[src/rtl/ft245_rx_reader.sv]
// Synchronous FT245 FIFO read controller: strobes bytes out of the FTDI receive
// FIFO into a small first-word-fall-through buffer presented as a valid/ready stream.
module ft245_rx_reader #(
  parameter int DEPTH = 4
) (
  input  logic       clock_60mhz,
  input  logic       reset_n,
  input  logic [7:0] data,
  input  logic       rx_empty,
  output logic       read_n,
  output logic       output_enable_n,
  output logic [7:0] rx_data,
  output logic       rx_valid,
  input  logic       rx_ready,
  output logic       rx_active_led_n
);

  localparam int PW = $clog2(DEPTH);
  localparam logic [PW:0] DEPTH_C = (PW+1)'(DEPTH);
  localparam logic [PW:0] MIN_FREE = (PW+1)'(2);

  typedef enum logic [1:0] {IDLE, OE, READ} state_t;

  state_t        state_q, state_d;
  logic          read_n_q, read_n_d;
  logic          oe_n_q, oe_n_d;
  logic          led_n_q, led_n_d;
  logic [PW-1:0] wr_ptr_q, rd_ptr_q;
  logic [PW:0]   count_q, count_d;
  logic [PW:0]   free;
  logic [7:0]    mem_q [DEPTH];
  logic          push, pop;

  // A byte is taken whenever RD# is low and the chip still reports data at this edge.
  assign push     = !read_n_q && !rx_empty;
  assign rx_valid = (count_q != '0);
  assign pop      = rx_valid && rx_ready;
  assign free     = DEPTH_C - count_q;
  assign count_d  = count_q + (PW+1)'(push) - (PW+1)'(pop);

  assign read_n          = read_n_q;
  assign output_enable_n = oe_n_q;
  assign rx_active_led_n = led_n_q;
  assign rx_data         = rx_valid ? mem_q[rd_ptr_q] : 8'h00;

  always_ff @(posedge clock_60mhz or negedge reset_n) begin
    if (!reset_n) begin
      state_q  <= IDLE;
      read_n_q <= 1'b1;
      oe_n_q   <= 1'b1;
      led_n_q  <= 1'b1;
    end else begin
      state_q  <= state_d;
      read_n_q <= read_n_d;
      oe_n_q   <= oe_n_d;
      led_n_q  <= led_n_d;
    end
  end

  // Leaving READ when the buffer would be full keeps every strobed byte storable.
  always_comb begin
    state_d = state_q;
    case (state_q)
      IDLE: if (!rx_empty && (free >= MIN_FREE)) state_d = OE;
      OE:   state_d = rx_empty ? IDLE : READ;
      READ: if (rx_empty || (count_d == DEPTH_C)) state_d = IDLE;
      default: state_d = IDLE;
    endcase
  end

  always_comb begin
    read_n_d = 1'b1;
    oe_n_d   = 1'b1;
    led_n_d  = 1'b1;
    case (state_d)
      OE: oe_n_d = 1'b0;
      READ: begin
        read_n_d = 1'b0;
        oe_n_d   = 1'b0;
        led_n_d  = 1'b0;
      end
      default: ;
    endcase
  end

  always_ff @(posedge clock_60mhz or negedge reset_n) begin
    if (!reset_n) begin
      wr_ptr_q <= '0;
      rd_ptr_q <= '0;
      count_q  <= '0;
    end else begin
      if (push) wr_ptr_q <= wr_ptr_q + PW'(1);
      if (pop)  rd_ptr_q <= rd_ptr_q + PW'(1);
      count_q <= count_d;
    end
  end

  // Storage needs no reset: rx_data is masked while the buffer is empty.
  always_ff @(posedge clock_60mhz) begin
    if (push) mem_q[wr_ptr_q] <= data;
  end

endmodule

[config.mk]
export PLATFORM = sky130hd
export DESIGN_NAME = ft245_rx_reader
export DESIGN_NICKNAME = d
export VERILOG_FILES = /design/src/rtl/ft245_rx_reader.sv
export SDC_FILE = /design/constraint.sdc
export NUM_CORES = 1
export LEC_CHECK = 0
export ABC_AREA = 1
export BUFFER_PORTS_ARGS = -buffer_cell sky130_fd_sc_hd__buf_4
export CORE_AREA = 4 4 53 74
export DETAILED_ROUTE_END_ITERATION = 10
export DIE_AREA = 0 0 57 78
export PLACE_DENSITY = 0.79
export SETUP_SLACK_MARGIN = 0.5
export SYNTH_ARGS = -nofsm -noshare
export SYNTH_HDL_FRONTEND = slang
export SYNTH_SLANG_ARGS = --single-unit
[constraint.sdc]
create_clock -name clock_60mhz -period 5.7 [get_ports clock_60mhz]
set_clock_uncertainty 0.1 [all_clocks]
set_input_delay 0 -clock clock_60mhz [delete_from_list [all_inputs] [get_ports clock_60mhz]]
set_output_delay 0 -clock clock_60mhz [all_outputs]
set_load 0.01 [all_outputs]
Yosys cells after proc, flatten, opt, wreduce, memory -nomap -nowiden --
Memories as Yosys holds them, arrays and structs flattened. Index checks and enable logic that the tools add are counted.
Cells by class: bitwise gates (word level) 0, eq/ne operators 5, multiplexer cells 9, add/sub/neg operators 5, div/mod/pow operators 0, reduce and logical (&&, ||, !) cells 9, order comparisons 1, shift-type cells 0, multiply operators 0
Operators by type and width (count):
- 8-bit 2-to-1 mux | 1
- 2-bit 2-to-1 mux | 3
- 2-bit case mux with 3 select lines | 1
- 2-bit by 1-bit adder with 2-bit output (second input constant) | 2
- 2-bit by 1-bit equality test with 1-bit output (second input constant) | 2
- 2-bit equality test (second input constant) | 2
- 1-bit 2-to-1 mux | 4
- 3-bit by 1-bit adder with 3-bit output | 1
- 3-bit equality test (second input constant) | 1
- 3-bit by 2-bit >= comparator with 1-bit output (second input constant) | 1
- 1-bit logical AND | 3
- 3-bit nonzero test | 1
- 3-bit by 1-bit subtractor with 3-bit output | 1
- 3-bit subtractor (first input constant) | 1
- 1-bit zero test | 2
- 2-bit zero test | 1
- 2-bit OR reduction | 1
- 1-bit logical OR | 1
Storage, ports and cells: bits in registers 11, memories 1, input port bits 12, word-level logic and storage cells 36, bits in read-only memories 0, bits in latches 0, output and inout bits 12, bits in writable memories 32
Memory list:
- mem_q | depth 4, width 8, rd ports 1, clocked after Yosys merged registers in 0, wr ports 1, RTL line 31 | logic [7:0] mem_q [DEPTH];

Logic depth before layout (Yosys ltp) --
depth in word-level cells 11, mapped depth 16, depth with buffers taken out 15

Worst setup path before layout --
OpenSTA, ideal clock, no wires.
path type register to register, start point register count_q[1], end point register oe_n_q (netlist: output_enable_n), library setup time 0.083 ns, data arrival time 2.566 ns, data required time 5.517 ns, period minus slack after synthesis 2.749 ns, slack 2.951 ns, buffers on the path 1, stages on the path, launching flop included 15, cell sequence dfrtp_1 -> inv_1 -> ha_1 -> ha_1 -> buf_6 -> nor2_1 -> ha_1 -> inv_1 -> ha_1 -> fa_1 -> nor3_1 -> nand3_1 -> nand2_1 -> inv_1 -> ha_1
Between the ends: longest elaborated chain between the ends 10, elaborated cells on any way between the ends 16, those cells by class add/sub: 3; order compare: 1; eq/ne: 3; mux: 4; reduce/logical: 5
Ends and longest elaborated chain:
- start: declaration | RTL line 29 | logic [PW:0] count_q, count_d;
- start signal: assignment | RTL line 94 | count_q <= count_d;
- 3-bit nonzero test (*) | RTL line 36 | assign rx_valid = (count_q != '0);
- 1-bit logical AND (*) | RTL line 37 | assign pop = rx_valid && rx_ready;
- named net pop | RTL line 32 | logic push, pop;
- 3-bit by 1-bit subtractor with 3-bit output (*) | RTL line 39 | assign count_d = count_q + (PW+1)'(push) - (PW+1)'(pop);
- named net count_d[1] | RTL line 29
- 3-bit equality test (*) | RTL line 66 | READ: if (rx_empty || (count_d == DEPTH_C)) state_d = IDLE;
- 1-bit logical OR (*) | RTL line 66
- 2-bit 2-to-1 mux (*) | RTL line 66
- 2-bit case mux with 3 select lines (*) | RTL line 63 | case (state_q)
- named net state_d[1] | RTL line 24 | state_t state_q, state_d;
- 2-bit equality test or 2-bit by 1-bit equality test with 1-bit output (tied branches) | RTL line 75 | case (state_d)
- 2-bit OR reduction (no source line) (*)
- 1-bit 2-to-1 mux (*) | RTL line 75
- named net oe_n_d | RTL line 26 | logic oe_n_q, oe_n_d;
- end signal: assignment | RTL line 55 | oe_n_q <= oe_n_d;
- end: declaration | RTL line 26
Mark *: on every way through the listed nets, which the timed path passes. The rest lies on a longest branch. A chain may end at the register's enable or synchronous reset.

Final worst setup path --
Ends and elaborated chain as after synthesis.

==> metrics.txt <==
metal3 WL=209 microns; Worst-Margin Slew=roughly 0.85 ns; max-cap violation count=0; port bufs=23; fillers=around 260; Core ar.=3320 sq um; first-pass GRT wire length=6.04 mm; most frequent cells in the layout=39 x nor2_1, 32 x edfxtp_1, 23 x buf_4, 18 x inv_1, 12 x dlygate4sd3_1; Power per Cell Area=about 480 nW/um^2; # DRC=0; Fin Setup TNS=0 ns; Lkg Pwr=just over 0.0009 uW; Clock Latency Late Sink=~0.29 ns; Setup Fix Bufs, Post-CTS=0; status=completed; total global-route track usage=0.187; pre-CTS WS=approximately 2.6 ns; Synth cell types=24; CTS sink count=43; Initial DRC Count=44; flop2flop setup slack=between 2 and 3 ns; root buf cell=clkbuf_8; Switch Pwr=~400 uW; Switching Share=0.368; Post-Syn Instances=162; final hold vios=0; Internal=just under 700 uW; Post-DRT Antenna Nets=0; Syn-to-layout area delta=19.8%; post-synth top area share=0.507; crit path DAT=roughly 3.2 ns; antenna cells=0; largest area contributor in the netlist=edfxtp_1; TritonCTS Buffers=5; drt first pass iters=4; clock group share of total power=0.180; Worst Setup End Kind=flip-flop; M1 WL=~1.4 mm; CTS H-Tree Depth=2; die width=roughly 57 microns; Avg WL per Cell=approximately 16 microns; Highest Signal Layer=met4; grt ovf=0; CP Launch Type=flip-flop; CTS tree=built; syn avg cell area=approximately 12 sq um; crit path time final=3.11 ns; fin crit share=0.546; cts repair resizes=0; initial antenna violation count=0; post-DP HPWL=roughly 2.5 mm; CP required=5.82 ns; R2R Path End=output_enable_n; share of layout cells above drive strength 1=0.171; Initial Util=0.571; maximum fanout along the worst path=10; headroom to the max-slew limit=0.430; Max Freq=321 MHz; peak supply drop=around 300 uV; FP Rows=25; WS Path Type=reg2reg; register bit total from synthesis=43; number of vias per cell=5.24; Die Span Y=between 70 and 80 microns; # setup viols final=0; overall power=1090 uW; pin count of the biggest net entering global routing=20; FF-to-FF Start=count_q[1]; clock slew seen by the registers of the worst setup and hold paths=~0.070 ns; final setup margin=2.59 ns; Area contributors post-synth=edfxtp_1 51%, dfrtp_1 12%, nor2_1 7.7%; Mapped Nets=between 150 and 200; area of the die=approximately 4400 sq um; Worst Hold Class=in2async; met2 WL post-DR=between 2 and 2.5 mm; IO Pins=24; most common cell after layout, fill and taps aside=nor2_1; Mapped Area=1890 sq um; logic gate share of total power=0.397; yosys synthesis warning count=0; Worst Reg2Reg Path Length in Cells=13; vias in the first global route=approximately 1300; DR vias=around 1300; register share of total power=0.423; hold buffer count at cts=12; RSZ-0062 raised after global routing=no; Nets=221; gpl congestion=0.794; Max Slew Vio Count=0; Max Root-Sink Buffers=2; register area share after synthesis=0.654; Detailed Route WL=roughly 3.7 mm
-- how the worst max path moves through the flow --
stage / from / end / slack, ns / depth (start not counted)
final: count_q[1] / output_enable_n / 2.59 / 13
after global routing: count_q[1] / output_enable_n / 2.40 / 13
after CTS: count_q[1] / output_enable_n / 2.56 / 13
after detailed placement: count_q[1] / output_enable_n / 2.58 / 13
after global placement: count_q[1] / output_enable_n / 2.72 / 13
after floorplan: count_q[1] / output_enable_n / 2.95 / 14
-- stage by stage --
step	hold WS (ns)	utilization	instance area, sq um	cells
final	0.104	0.685	2270	239
after global routing	0.106	0.685	2270	239
after CTS	0.0928	0.685	2270	239
after detailed placement	-0.256	0.620	2060	219
after global placement	-0.262	0.620	2060	219
after floorplan	-0.396	-	1890	162
-- worst max-delay path, stage by stage (launching register included) --
cell and delay (ns):
dfrtp_1 0.40, inv_1 0.12, ha_1 0.16, ha_1 0.42
nor2_1 0.17, ha_1 0.30, inv_1 0.04, ha_1 0.18
fa_1 0.47, nor3_1 0.20, nand3_1 0.10, nand2_1 0.06
inv_1 0.05, ha_1 0.26
-- cells by family after synthesis --
logic type | synth area share
DFF | 0.654
buffers and inverters | 0.0733
and+or+nand+nor | 0.110
AOI/OAI and AO/OA | 0.0727
adders and majority gates | 0.0766
xor gates and xnor gates | 0.0139
-- routing by layer --
| metal | GRT usage | up-vias |
|---|---|---|
| met2 | 0.330 | 34 |
| met3 | 0.0599 | 5 |
| li1 | - | 603 |
| met4 | 0.0835 | 0 |
| met5 | 0 | - |
| met1 | 0.198 | 611 |
-- cell usage after synthesis --
master	n
buf_4	1
xor2_1	3
o21ai_1	8
a21oi_1	9
buf_8	1
nor2_1	39
nor3_1	1
or3_1	1
nand3_1	2
fa_1	1
dfstp_2	2
inv_2	1
nand2_1	7
edfxtp_1	32
buf_2	1
dfrtp_1	9
buf_6	3
nor3b_1	1
inv_1	18
o21ai_0	9
and2_1	1
o21bai_1	1
ha_1	10
inv_4	1
-- power by group through the flow --
stage / clock (uW) / sequential, uW / combinational, uW
after global routing: 215 / 468 / 487
after global placement: 0 / 460 / 402
after CTS: 198 / 460 / 438
final: 196 / 460 / 432
after floorplan: 0 / 428 / 325
after detailed placement: 0 / 466 / 430
-- registers in the layout, summed over array words and instances (netlist names) --
name             flops
mem_q               32
count_q              3
rd_ptr_q             2
state_q              2
wr_ptr_q             2
output_enable_n      1
rx_active_led_n      1
-- area by class of cell --
class	instances	area, sq um	share of cell area
inverters	20	77.6	0.0342
flip-flops and latches	43	1240	0.546
multi-input cells	93	517	0.228
well taps	40	50.0	0.0221
clock inverters	2	11.3	0.00496
clock buffers	6	82.6	0.0364
repair buffers	35	293	0.129
No activity file was read; power rests on OpenSTA's default activity.
